$ cat config.mk
export PLATFORM = sky130hd
export DESIGN_NAME = cnn_frame_seq
export DESIGN_NICKNAME = d
export VERILOG_FILES = /design/src/rtl/cnn_frame_seq.sv
export SDC_FILE = /design/constraint.sdc
export NUM_CORES = 1
export LEC_CHECK = 0
export BUFFER_PORTS_ARGS = -buffer_cell sky130_fd_sc_hd__buf_2
export CAP_MARGIN = 30
export CORE_MARGIN = 4
export CORE_UTILIZATION = 30
export CTS_BUF_LIST = sky130_fd_sc_hd__clkbuf_8
export DETAILED_ROUTE_END_ITERATION = 10
export MAX_ROUTING_LAYER = met4
export SLEW_MARGIN = 20
export SYNTH_ARGS = -nofsm -noshare
export SYNTH_HDL_FRONTEND = slang
export SYNTH_SLANG_ARGS = --single-unit
export TNS_END_PERCENT = 1
$ cat constraint.sdc
create_clock -name clk -period 13.85 [get_ports clk]
set_clock_uncertainty 0.2 [all_clocks]
set_input_delay 2.0775 -clock clk [delete_from_list [all_inputs] [get_ports clk]]
set_output_delay 2.0775 -clock clk [all_outputs]
set_load 0.02 [all_outputs]
$ cat src/rtl/cnn_frame_seq.sv
// cnn_frame_seq: multi-channel raster timing generator for the CNN front end.
// Emits vsync/hsync/data phases plus row/col/channel coordinates per job.
// Optional build macro: CNN_FRAME_SEQ_PAD_EN adds a one-pixel padding ring
// (q_pad input, o_pad output).
//
// state   | meaning
// --------+----------------------------------------------------------
// S_IDLE  | waiting for q_start with non-zero width/height
// S_VSYNC | frame start-up phase, start_up_delay+1 cycles
// S_HSYNC | line start phase, hsync_delay+1 cycles
// S_DATA  | pixel phase, one pixel per non-stalled cycle
module cnn_frame_seq #(
    parameter int W_SIZE       = 12,
    parameter int W_DELAY      = 12,
    parameter int W_CH         = 4,
    parameter int W_FRAME_SIZE = 2*W_SIZE+1
) (
    input  logic                    clk,
    input  logic                    rst,
    input  logic [W_SIZE-1:0]       q_width,
    input  logic [W_SIZE-1:0]       q_height,
    input  logic [W_DELAY-1:0]      q_start_up_delay,
    input  logic [W_DELAY-1:0]      q_hsync_delay,
    input  logic [W_CH-1:0]         q_num_ch,
    input  logic                    q_start,
`ifdef CNN_FRAME_SEQ_PAD_EN
    input  logic                    q_pad,
    output logic                    o_pad,
`endif
    input  logic                    i_stall,
    output logic                    o_ctrl_vsync_run,
    output logic [W_DELAY-1:0]      o_ctrl_vsync_cnt,
    output logic                    o_ctrl_hsync_run,
    output logic [W_DELAY-1:0]      o_ctrl_hsync_cnt,
    output logic                    o_ctrl_data_run,
    output logic [W_SIZE-1:0]       o_row,
    output logic [W_SIZE-1:0]       o_col,
    output logic [W_CH-1:0]         o_ch,
    output logic [W_FRAME_SIZE-1:0] o_data_count,
    output logic                    o_end_line,
    output logic                    o_end_frame,
    output logic                    o_end_all,
    output logic                    o_busy
);

    typedef enum logic [1:0] {S_IDLE, S_VSYNC, S_HSYNC, S_DATA} state_t;

    state_t                    state, state_nxt;
    logic [W_SIZE-1:0]         sh_width, sh_height;
    logic [W_DELAY-1:0]        sh_su, sh_hs;
    logic [W_CH-1:0]           sh_nch;
    logic [W_DELAY-1:0]        vcnt, hcnt;
    logic [W_SIZE-1:0]         row, col;
    logic [W_CH-1:0]           ch;
    logic [W_FRAME_SIZE-1:0]   dcount;

    logic                      start_ok;
    logic [W_SIZE-1:0]         eff_w, eff_h;
    logic [W_FRAME_SIZE-1:0]   frame_last;
    logic                      vsync_done, hsync_done;
    logic                      data_run, end_line, end_frame, end_all;

    assign start_ok = q_start && (q_width != '0) && (q_height != '0);

`ifdef CNN_FRAME_SEQ_PAD_EN
    logic sh_pad;
    // Padded geometry adds one ring of positions around the image.
    assign eff_w = sh_pad ? sh_width  + W_SIZE'(2) : sh_width;
    assign eff_h = sh_pad ? sh_height + W_SIZE'(2) : sh_height;
    assign o_pad = sh_pad && data_run &&
                   ((row == '0) || (row == sh_height + W_SIZE'(1)) ||
                    (col == '0) || (col == sh_width  + W_SIZE'(1)));
`else
    assign eff_w = sh_width;
    assign eff_h = sh_height;
`endif

    assign frame_last = W_FRAME_SIZE'(eff_w) * W_FRAME_SIZE'(eff_h) - W_FRAME_SIZE'(1);
    assign vsync_done = (vcnt == sh_su);
    assign hsync_done = (hcnt == sh_hs);
    assign data_run   = (state == S_DATA) && !i_stall;
    assign end_line   = data_run && (col == eff_w - W_SIZE'(1));
    assign end_frame  = data_run && (dcount == frame_last);
    assign end_all    = end_frame && (ch == sh_nch - W_CH'(1));

    // State register.
    always_ff @(posedge clk) begin
        if (rst) state <= S_IDLE;
        else     state <= state_nxt;
    end

    // Next-state logic; DATA only leaves on the non-stalled last pixel of a line.
    always_comb begin
        state_nxt = state;
        case (state)
            S_IDLE:  if (start_ok)   state_nxt = S_VSYNC;
            S_VSYNC: if (vsync_done) state_nxt = S_HSYNC;
            S_HSYNC: if (hsync_done) state_nxt = S_DATA;
            S_DATA: begin
                if (end_line) begin
                    if (end_all)        state_nxt = S_IDLE;
                    else if (end_frame) state_nxt = S_VSYNC;
                    else                state_nxt = S_HSYNC;
                end
            end
            default: state_nxt = S_IDLE;
        endcase
    end

    // Configuration shadows, captured only when a job is accepted.
    always_ff @(posedge clk) begin
        if (rst) begin
            sh_width  <= '0;
            sh_height <= '0;
            sh_su     <= '0;
            sh_hs     <= '0;
            sh_nch    <= '0;
`ifdef CNN_FRAME_SEQ_PAD_EN
            sh_pad    <= 1'b0;
`endif
        end else if ((state == S_IDLE) && start_ok) begin
            sh_width  <= q_width;
            sh_height <= q_height;
            sh_su     <= q_start_up_delay;
            sh_hs     <= q_hsync_delay;
            sh_nch    <= (q_num_ch == '0) ? W_CH'(1) : q_num_ch;
`ifdef CNN_FRAME_SEQ_PAD_EN
            sh_pad    <= q_pad;
`endif
        end
    end

    // Phase counters run only while their phase is active and restart at the exit cycle.
    always_ff @(posedge clk) begin
        if (rst) begin
            vcnt <= '0;
            hcnt <= '0;
        end else begin
            vcnt <= ((state == S_VSYNC) && !vsync_done) ? vcnt + W_DELAY'(1) : '0;
            hcnt <= ((state == S_HSYNC) && !hsync_done) ? hcnt + W_DELAY'(1) : '0;
        end
    end

    // Pixel coordinates and channel index; everything holds while stalled.
    always_ff @(posedge clk) begin
        if (rst || (state == S_IDLE)) begin
            row    <= '0;
            col    <= '0;
            dcount <= '0;
            ch     <= '0;
        end else if (data_run) begin
            if (end_frame) begin
                row    <= '0;
                col    <= '0;
                dcount <= '0;
                ch     <= end_all ? '0 : ch + W_CH'(1);
            end else if (end_line) begin
                col    <= '0;
                row    <= row + W_SIZE'(1);
                dcount <= dcount + W_FRAME_SIZE'(1);
            end else begin
                col    <= col + W_SIZE'(1);
                dcount <= dcount + W_FRAME_SIZE'(1);
            end
        end
    end

    assign o_ctrl_vsync_run = (state == S_VSYNC);
    assign o_ctrl_vsync_cnt = vcnt;
    assign o_ctrl_hsync_run = (state == S_HSYNC);
    assign o_ctrl_hsync_cnt = hcnt;
    assign o_ctrl_data_run  = data_run;
    assign o_row            = row;
    assign o_col            = col;
    assign o_ch             = ch;
    assign o_data_count     = dcount;
    assign o_end_line       = end_line;
    assign o_end_frame      = end_frame;
    assign o_end_all        = end_all;
    assign o_busy           = (state != S_IDLE);

endmodule

## Word-level counts from Yosys, hierarchy flattened

Cells that the tools add are included.

- Mux-type cells: 14
- Add/subtract/negate cells: 9
- Reductions and logical operators: 24
- Eq/ne operators: 12
- Bitwise operators: 2
- Multipliers: 1

Operators with widths:

| kind | number |
|---|---|
| $add 12x1->12 const B | 4 |
| $mux 12 | 4 |
| $eq 12x12->1 | 3 |
| $add 25x1->25 const B | 1 |
| $eq 25x25->1 | 1 |
| $mux 25 | 1 |
| $sub 24x1->25 const B | 1 |
| $mul 12x12->24 | 1 |
| $reduce_bool 12->1 | 2 |
| $mux 2 | 6 |
| $sub 12x1->12 const B | 1 |
| $logic_and 1x1->1 | 9 |
| $mux 4 | 2 |
| $pmux 2 s4 | 1 |
| $add 4x1->4 const B | 1 |
| $eq 2x2->1 const B | 2 |
| $eq 4x4->1 | 1 |
| $logic_not 4->1 | 1 |
| $ne 2x1->1 const B | 2 |
| $ne 2x2->1 const B | 2 |
| $reduce_and 2->1 | 2 |
| $reduce_and 4->1 | 1 |
| $reduce_bool 2->1 | 2 |
| $reduce_or 2->1 | 2 |
| 6 further kinds | 9 |

- Logic and storage cells: 74
- Output and inout port bits: 84
- Bits in registers: 131

## Longest topological paths before layout

Gate-level depths: netlist (run 1).

- Word-level depth: 8
- Depth in mapped cells: 25
- Gate-level depth less buffers: 20

## Worst setup path before layout (run 1)

Ideal clock, no wire load.

- Path kind: register -> output
- Start: reg sh_width[5], in the netlist eff_w[5]
- End: out o_end_all
- Data required time: 11572 ps
- Stages on the path, launching flop included: 23
- Slack: 5598 ps
- Data arrival time: 5974 ps
- Cells stage by stage: dfxtp_1 clkbuf_1 buf_1 nand2_1 fa_1 fa_1 inv_1 ha_1 fa_1 inv_1 fa_1 inv_1 ha_1 buf_6 and3_4 a221oi_2 o21ai_0 o21a_1 or4_1 nor4_1 nand4_1 nor2_1 and2_1

- Cells in the longest elaborated chain, start to end: 5

Ends and longest elaborated chain:

| element | RTL line | text |
|---|---|---|
| start, declared | 49 | `logic [W_SIZE-1:0] sh_width, sh_height;` |
| start signal, assigned | 122 | `sh_width <= q_width;` |
| $mul 12x12->24 | 78 | `assign frame_last = W_FRAME_SIZE'(eff_w) * W_FRAME_SIZE'(eff_h) - W_FRAME_SIZE'(1);` |
| $sub 24x1->25 | 78 |  |
| $eq 25x25->1 | 83 | `assign end_frame = data_run && (dcount == frame_last);` |
| $logic_and 1x1->1 | 83 |  |
| net o_end_frame | 41 | `output logic o_end_frame,` |
| $logic_and 1x1->1 | 84 | `assign end_all = end_frame && (ch == sh_nch - W_CH'(1));` |
| end, declared | 42 | `output logic o_end_all,` |

The timed path passes the listed nets, and every way through them passes these cells.

## Worst setup path in the final report (run 1)

- Start: reg sh_width[6], in the netlist eff_w[6]
- End: out o_end_all

- Cells in the longest elaborated chain, start to end: 5

Ends and longest elaborated chain:

| element | RTL line |
|---|---|
| $mul 12x12->24 | 78 |
| $sub 24x1->25 | 78 |
| $eq 25x25->1 | 83 |
| $logic_and 1x1->1 | 83 |
| $logic_and 1x1->1 | 84 |

No other way between the ends.

==> results.cfg, run 1 <==
[outcome]
status = finished clean

[placed_design]
placement.io_buffers = 139
dp.cells = 2032
place_congestion = 0.895
place_area_um2 = 12800
dp_hpwl_mm = 27.8

[setup_path]
crit_path_start_kind = flip-flop
cp-end-kind = output port
path_max_fanout = 18
critical_path_class = flip-flop to output port
critPathRequiredTime_ns = 11.57
r2r-end = o_data_count[19]$_SDFFE_PP0P_
critical_path_arrival_ns = 6.89
r2r-start = eff_w[6]$_SDFFE_PP0P_
ff2ff_path_depth = 19
critPathCapture = o_end_all
regToRegSetupSlack_ns = 6.31
crit_path_start = eff_w[6]$_SDFFE_PP0P_

[logic_synthesis]
synth_flop_cell = dfxtp_1
yosysMostFrequentCell = nand2_1
yosys_warnings = 0
syn_area_um2 = 11700
synthTopCellsByArea = dfxtp_1 (22%), fa_1 (18%), nand2_1 (9.0%), ha_1 (8.8%), xnor2_1 (6.1%)
synth_top_area_share = 0.223
synth.avg_cell_area_um2 = 8.14
yosysSeqAreaShare = 0.223
synthArstFlopShare = 0
yosysUniqueCellTypes = 70
synth_edf_count = 0
synth_seq_cells = 131
synth_top_cells_by_count = nand2_1 (283), dfxtp_1 (131), inv_1 (128)
synthesis.instances = 1442
yosys.area.top_type = dfxtp_1
synth_nets = 1689

[grt]
grt_pass1_wl_mm = 55.5
antenna_found_initial = 1
grt_start_max_net_pins = 59
grt_pass1_vias = 10300
grtUsageTotal = 0.169
overflow = 0

[timing]
setup_viol = 0
hold_viol = 0
finalMaxSlewViolations = 0
post-route-min-period_ns = 9.17
tightestPinTransition_ns = 0.912
max_clock_freq_mhz = 109
maxSlewHeadroom = 0.386
rsz0062_at_grt = no
fin_worst_hold_slack_ns = 0.271
fin_crit_sh = 0.662
fin_setup_tns_ns = 0

[route]
drtIter0Drc = 565
num_vias = 10100
first_pass_iters = 5
route.detailed.drc = 0
ant_nets = 0
wl_mm = 34.4
wire_per_inst_um = 16.7
vias_per_cell = 4.89

[clock_network]
clk_latency_ns = 0.47
cts_root_buf = clkbuf_8
cts_tree = yes
holdBufCountCts = 0
cts_buffer_depth = 2
cts_resized = 0
cts_sinks = 131
cts.clk_slew.worst_paths_ns = 0.08
cts_setup_buffers = 0
cts_inserted_buffers = 17
cts_max_level = 4

[power_and_ir_drop]
internal_power_uw = 884
power.leakage_uw = 0.00540
pwr-share-clk = 0.206
pwr-share-seq = 0.271
pwr-share-comb = 0.523
power_density_nw_per_um2 = 124
switching_share = 0.460
p_sw_uw = 754
ir_drop_uv = 76.5

[floorplanning]
initial_core_util = 0.304
fp.dieH_um = 206
rows = 72
dieArea_um2 = 42400
io_pins = 140
die_w_um = 206
coreArea_um2 = 38600

[run]
drv_cap = 0

[hold_path]
hp-class = flip-flop to flip-flop

[cells_and_area]
fin_nets = 1780
drive_gt1_frac = 0.125
stdcell_area_um2 = 13300
finish.utilization = 0.343
instances_no_fill = 2066
area_growth_pct = 12.8
[metal layers]
layer / GRT usage / up-vias / part of all wire
met5: - / - / 0
li1: - / 4896 / -
met3: 0.0259 / 26 / 0.054
met1: 0.222 / 4875 / 0.45
met2: 0.279 / 296 / 0.48
met4: 0.0352 / 0 / 0.011
[worst max-delay path: stages (launching register included)]
cell and delay (ns):
dfxtp_1 0.78, nand2_1 0.17, fa_1 0.59, fa_1 0.45
fa_1 0.52, fa_1 0.51, fa_1 0.55, inv_1 0.04
ha_1 0.41, a21oi_1 0.33, o21ai_0 0.27, and3_1 0.25
or4_1 0.51, nor4_1 0.23, nand4_1 0.27, nor2_1 0.24
and2_1 0.15, buf_2 0.16
[power by group through the flow]
stage	logic [uW]	registers, uW	clock network, uW
floorplan	662	418	0
global placement	847	452	0
detailed placement	847	453	0
CTS	854	444	346
global route	953	450	361
finish	857	445	337
[how the worst min path moves through the flow]
stage,start,end,cells after the start
after detailed placement,sh_hs[4]$_SDFFE_PP0P_,sh_hs[4]$_SDFFE_PP0P_,2
final,sh_hs[4]$_SDFFE_PP0P_,sh_hs[4]$_SDFFE_PP0P_,2
after CTS,sh_hs[4]$_SDFFE_PP0P_,sh_hs[4]$_SDFFE_PP0P_,2
after floorplan,sh_hs[0]$_SDFFE_PP0P_,sh_hs[0]$_SDFFE_PP0P_,2
after global routing,sh_hs[10]$_SDFFE_PP0P_,sh_hs[10]$_SDFFE_PP0P_,2
after global placement,sh_hs[4]$_SDFFE_PP0P_,sh_hs[4]$_SDFFE_PP0P_,2
[registers in the layout, summed over array words and instances, names as in the netlist]
name	count
o_data_count	25
eff_h	12
eff_w	12
o_col	12
o_ctrl_hsync_cnt	12
o_ctrl_vsync_cnt	12
o_row	12
sh_hs	12
sh_su	12
o_ch	4
sh_nch	4
state	2
[metrics by stage]
stage	power, uW	worst slack [ns]
final	1640	4.68
after global routing	1760	4.24
after CTS	1640	4.65
after detailed placement	1300	5.19
after global placement	1300	5.21
after floorplan	1080	5.60
[area by class of cell]
class / count / area, um2
Inverter: 128 / 480
Clock inverter: 14 / 151
Fill cell: 4148 / 25400
Clock buffer: 18 / 248
Timing Repair Buffer: 145 / 761
Multi-Input combinational cell: 1110 / 8340
Tap cell: 518 / 648
Antenna cell: 2 / 5.00
Sequential cell: 131 / 2620
[placed cells by master (no fill, tap or decap), types with 4 or more instances in the layout]
master,n
buf_4,5
clkbuf_8,18
nor4_1,14
o21a_1,6
inv_6,5
a211oi_1,10
nor2_1,111
nand2_1,283
fa_1,108
a21o_1,7
inv_1,128
nand3_1,29
and2_1,31
or3_1,5
o21ai_0,25
nor2b_1,8
nand2b_1,6
a21oi_1,90
nand4_1,38
nor3b_1,4
and3_1,27
buf_2,139
dfxtp_1,131
ha_1,83
xor2_1,63
or4_1,4
nor3_1,12
xnor2_1,82
[kinds of logic after synthesis]
family	synth area share
AND/OR/NAND/NOR	0.230
buffers and inverters	0.0674
adder cells (fa/ha/maj)	0.273
AO/OA/AOI/OAI	0.0960
XOR/XNOR	0.108
flip-flops	0.223
multiplexers	0.00266
Note: power is estimated with default switching activity, not from simulation.
==> inputs of run 2 (changes only) <==
ABC_AREA = 1   (was not set)
clock period = 8.6 ns   (was 13.85 ns; I/O delays follow)
==> results.cfg, run 2 <==
[logic_synthesis]
synthesis.instances = 1744
synth.avg_cell_area_um2 = 7.12
yosysSeqAreaShare = 0.211
synth_compound_area_frac = 0.0604
synth_edf_count = 0
yosys.area.top_type = dfxtp_1
synth_seq_cells = 131
syn_area_um2 = 12400
synth_nets = 1991
synth_mux_area_frac = 0
synth-xor-area-share = 0.0712
synth_top_area_share = 0.211
synth_flop_cell = dfxtp_1
synth_top_cells_by_count = nand2_1 (409), inv_1 (281), nor2_1 (232)
yosysMostFrequentCell = nand2_1
yosysUniqueCellTypes = 39
synthTopCellsByArea = dfxtp_1 (21%), fa_1 (17%), nand2_1 (12%), inv_1 (8.5%), ha_1 (8.4%)
synthAdderAreaFrac = 0.258
yosys_warnings = 0
synthSimpleGateAreaFrac = 0.292
synthArstFlopShare = 0
synth_top_family_by_area = simple AND/OR/NAND/NOR gates

[timing]
max_clock_freq_mhz = 123
maxSlewHeadroom = 0.490
rsz0062_at_grt = no
finalMaxSlewViolations = 0
fin_crit_sh = 0.948
fin_setup_tns_ns = 0
fin_worst_hold_slack_ns = 0.278
tightestPinTransition_ns = 0.762
post-route-min-period_ns = 8.15
setup_viol = 0
hold_viol = 0

[clock_network]
cts_tree = yes
cts_buffer_depth = 2
clk_latency_ns = 0.50
cts_sinks = 131
cts_max_level = 4
holdBufCountCts = 0
cts.clk_slew.worst_paths_ns = 0.07
cts_root_buf = clkbuf_8
cts_inserted_buffers = 17

[floorplanning]
coreArea_um2 = 40900
fp.dieH_um = 211
dieArea_um2 = 44700
rows = 74
initial_core_util = 0.304
die_w_um = 211
io_pins = 140

[grt]
overflow = 0
grtUsageTotal = 0.166
grt_pass1_wl_mm = 58.1
antenna_found_initial = 8
grt_start_max_net_pins = 54
grt_pass1_vias = 11100

[hold_path]
hold_depth = 2
worstHoldEndpoint = sh_nch[1]$_SDFFE_PP0P_
hp-class = flip-flop to flip-flop
worstHoldStart = sh_nch[1]$_SDFFE_PP0P_

[setup_path]
cp-end-kind = output port
cpPeakStageDelay_ns = 0.80
regToRegSetupSlack_ns = 1.80
r2r-start = eff_w[1]$_SDFFE_PP0P_
ff2ff_path_depth = 23
critical_path_class = flip-flop to output port
path_max_fanout = 20
crit_path_start = eff_w[1]$_SDFFE_PP0P_
slowest_stage = dfxtp_1
r2r-end = o_data_count[0]$_SDFFE_PP0P_
crit_path_start_kind = flip-flop
critical_path_arrival_ns = 6.66
crit_chain = nand2_1 -> fa_1 -> fa_1 -> fa_1 -> fa_1 -> fa_1 -> inv_1 -> ha_1 -> nand2_1 -> inv_1 -> a21oi_2 -> nand2_1 -> nor2_1 -> nor2_1 -> nor2_1 -> nand3_1 -> nor2_1 -> nand4_1 -> nor2_2 -> nand2_2 -> nor2_1 -> buf_2
critPathRequiredTime_ns = 7.11

[cells_and_area]
drive_gt1_frac = 0.124
finish.utilization = 0.343
layout_common_cells = nand2_1 (409), inv_1 (281), nor2_1 (231)
area_growth_pct = 13.0
fin_nets = 2096
fillerInstances = 4458
final_common_cell = nand2_1
largest_reg_flops = 25

[route]
vias_per_cell = 4.74
route.detailed.drc = 0
num_vias = 11400
ant_nets = 0
wire_per_inst_um = 14.9
first_pass_iters = 6
drtIter0Drc = 631
wl_mm = 35.8

[power_and_ir_drop]
pwr-share-clk = 0.136
p_total_uw = 4230
pwr-share-seq = 0.180
switching_share = 0.533
power.leakage_uw = 0.00671
ir_drop_uv = 139
pwr-share-comb = 0.684
power_density_nw_per_um2 = 301
internal_power_uw = 1970
p_sw_uw = 2260

[run]
drv_cap = 0

[placed_design]
place_congestion = 0.912
dp_hpwl_mm = 28.4
placement.io_buffers = 139

[outcome]
status = finished clean
run 2: cell count changes in the layout (fill, tap and decap cells not counted), moves of 17 or more:
| cell | change |
|---|---|
| nor2_1 | +120 |
| nand4_1 | -17 |
| nand3b_1 | +17 |
| nand3_1 | +46 |
| xnor2_1 | -53 |
| and2_1 | -31 |
| o21ai_0 | +47 |
| and3_1 | -24 |
| a21oi_1 | -47 |
| nand2_1 | +126 |
| inv_1 | +153 |
run 2: cells by family (layout without fill, tap and decap cells):
logic type               after synthesis  after routing
XOR/XNOR                             101            101
adder cells (fa/ha/maj)              191            191
flip-flops                           131            131
other                                  0              9
AND/OR/NAND/NOR                      840            840
AO/OA/AOI/OAI                        137            137
buffers and inverters                344            462
run 2: power groups by stage:
stage	registers [uW]	clock network, uW	logic, uW
after floorplan	696	0	2300
after global placement	767	0	2880
after detailed placement	770	0	2900
after CTS	757	592	2920
after global routing	771	621	3350
final	761	575	2900
run 2: cell type report:
class	count	area, um2	area share
clock inverters	15	180	0.0128
flip-flops and latches	131	2630	0.188
clock buffers	17	234	0.0167
diodes	9	22.5	0.00160
well taps	532	666	0.0474
repair buffers	147	776	0.0553
inverters	283	1060	0.0757
multi-input cells	1269	8470	0.603
run 2: timing repair:
| action | 4_1_cts | 5_1_grt |
|---|---|---|
| gates resized for setup | 0 | 8 |
| setup buffers | 0 | 0 |
| setup endpoints to repair | 0 | 2 |
run 2: worst max-delay path: cells and delay by family, from the launching register on:
kind            cells  cell delay (ns)
fa+ha+maj           6             2.95
simple gates       12             1.83
flops               1             0.80
buf+inv             3             0.30
compound gates      1             0.30
run 2: worst max path at each step:
| stage | cells after the start | slack (ns) | end |
|---|---|---|---|
| 3_3_place_gp | 24 | 1.05 | o_end_all |
| 2_1_floorplan | 27 | 1.53 | o_end_all |
| 3_5_place_dp | 24 | 0.94 | o_end_all |
| 4_1_cts | 24 | 0.39 | o_end_all |
| 5_1_grt | 24 | 0.02 | o_end_all |
| 6_report | 22 | 0.45 | o_end_all |
run 2: through the flow:
stage | instances | instance area, um2 | worst slack (ns)
after floorplan | 1744 | 12400 | 1.53
after global placement | 2360 | 13600 | 1.05
after detailed placement | 2361 | 13600 | 0.945
after CTS | 2393 | 14000 | 0.386
after global routing | 2402 | 14000 | 0.0191
final | 2403 | 14000 | 0.448
run 2: layer usage:
metal  share of wire  track usage  vias up
li1                -            -     5613
met1            0.43        0.211     5395
met2            0.48        0.263      329
met3           0.070       0.0384       51
met4           0.022       0.0504        0
met5               0            -        -
==> inputs of run 3 (changes only) <==
CORE_ASPECT_RATIO = 1.2   (was not set)
SKIP_CTS_REPAIR_TIMING = 1   (was not set)
==> results.cfg, run 3 (synthesis gave the netlist of run 2 again) <==
[grt]
grtUsageTotal = 0.166
overflow = 0
antenna_found_initial = 2
grt_pass1_vias = 11500
grt.met2_usage = 0.285
grt_start_max_net_pins = 47
grt_pass1_wl_mm = 59.0
use_met1 = 0.190
grtUsageMet3 = 0.0343
busiest_layer = met2

[power_and_ir_drop]
switching_share = 0.527
pwr-share-comb = 0.680
pwr-share-seq = 0.179
power.leakage_uw = 0.00672
p_sw_uw = 2240
internal_power_uw = 2010
p_total_uw = 4240
pwr-share-clk = 0.141
power_density_nw_per_um2 = 302
ir_drop_uv = 184

[setup_path]
critical_path_arrival_ns = 6.51
crit_chain = nand2_1 -> fa_1 -> inv_1 -> fa_1 -> inv_1 -> fa_1 -> fa_1 -> fa_1 -> inv_1 -> ha_1 -> nand2_1 -> inv_1 -> a21oi_2 -> nand2_1 -> nor2_1 -> nor2_1 -> nor2_1 -> nand3_1 -> nor2_1 -> nand4_1 -> nor2_2 -> nand2_2 -> nor2_1 -> buf_2
crit_path_start_kind = flip-flop
cpPeakStageDelay_ns = 0.67
critPathRequiredTime_ns = 7.11
critical_path_class = flip-flop to output port
cp-end-kind = output port
slowest_stage = dfxtp_1
path_max_fanout = 20

[timing]
tightestPinTransition_ns = 0.966
maxSlewHeadroom = 0.350
max_clock_freq_mhz = 125
post-route-min-period_ns = 8.00
hold_viol = 0
rsz0062_at_grt = no
finalMaxSlewViolations = 0
setup_viol = 0
fin_setup_tns_ns = 0
fin_crit_sh = 0.931

[placed_design]
place_area_um2 = 13600
place_congestion = 0.870
dp_hpwl_mm = 29.1
placement.io_buffers = 139

[cells_and_area]
stdcell_area_um2 = 14000
layout_common_cells = nand2_1 (409), inv_1 (281), nor2_1 (231)
regArea_um2 = 2630
drive_gt1_frac = 0.122
largest_reg_flops = 25
fin_nets = 2096
area_growth_pct = 13.1
fillerInstances = 4353
multi_input_area_um2 = 8470
final_common_cell = nand2_1

[floorplanning]
rows = 81
dieArea_um2 = 44700
fp.dieH_um = 231
initial_core_util = 0.304
io_pins = 140
coreArea_um2 = 40800
die_w_um = 194

[clock_network]
cts_sinks = 131
cts_root_buf = clkbuf_8
cts_tree = yes
cts_inserted_buffers = 17
cts_max_level = 4
cts.clk_slew.worst_paths_ns = 0.09
clk_latency_ns = 0.49
cts_buffer_depth = 2

[route]
wire_per_inst_um = 15.0
num_vias = 11300
ant_nets = 0
route.detailed.drc = 0
vias_per_cell = 4.71
first_pass_iters = 5
drtIter0Drc = 525
wl_mm = 35.9

[hold_path]
hp-class = flip-flop to flip-flop

[run]
drv_cap = 0

[outcome]
status = finished clean
==> run 3: worst paths after layout <==
kind                            depth (start not counted)  slack [ns]                    from                      endpoint
worst max-delay path                                   24        0.60   eff_h[3]$_SDFFE_PP0P_                     o_end_all
worst min-delay path                                    2        0.28  sh_nch[1]$_SDFFE_PP0P_        sh_nch[1]$_SDFFE_PP0P_
worst max register to register                         24        1.64   eff_h[3]$_SDFFE_PP0P_  o_data_count[1]$_SDFFE_PP0P_
worst min register to register                          2        0.28  sh_nch[1]$_SDFFE_PP0P_        sh_nch[1]$_SDFFE_PP0P_
==> run 3: per-layer routing <==
layer	vias to the layer above	part of all wire	wire length, um
met1	5348	0.41	14800
met4	0	0.040	1430
met5	-	0	0
met3	63	0.054	1950
met2	298	0.49	17800
li1	5600	-	-
==> run 3: worst max-delay path: cells and delay by family (launching register included) <==
family	cells	cell delay [ns]
buf+inv	5	0.41
simple gates	12	1.73
compound gates	1	0.26
flops	1	0.67
fa+ha+maj	6	2.96
==> run 3: layout make-up <==
class                   instances  share of cell area
diodes                          2            0.000356
clock buffers                  17              0.0167
clock inverters                14              0.0145
inverters                     283              0.0756
multi-input cells            1269               0.603
flip-flops and latches        131               0.187
well taps                     539              0.0480
repair buffers                147              0.0547
==> run 3: power by group through the flow <==
stage / clock network, uW / logic (uW) / registers, uW
3_5_place_dp: 0 / 2900 / 770
2_1_floorplan: 0 / 2300 / 696
3_3_place_gp: 0 / 2880 / 767
6_report: 598 / 2890 / 760
5_1_grt: 640 / 3340 / 770
4_1_cts: 620 / 2920 / 756
==> run 3: stage by stage <==
stage	setup slack, ns	hold WS, ns	instances	util
global route	0.0317	0.299	2402	0.344
floorplan	1.53	0.248	1744	-
finish	0.597	0.279	2402	0.344
global placement	1.03	0.268	2368	0.332
CTS	0.411	0.284	2400	0.344
detailed placement	0.976	0.273	2369	0.333
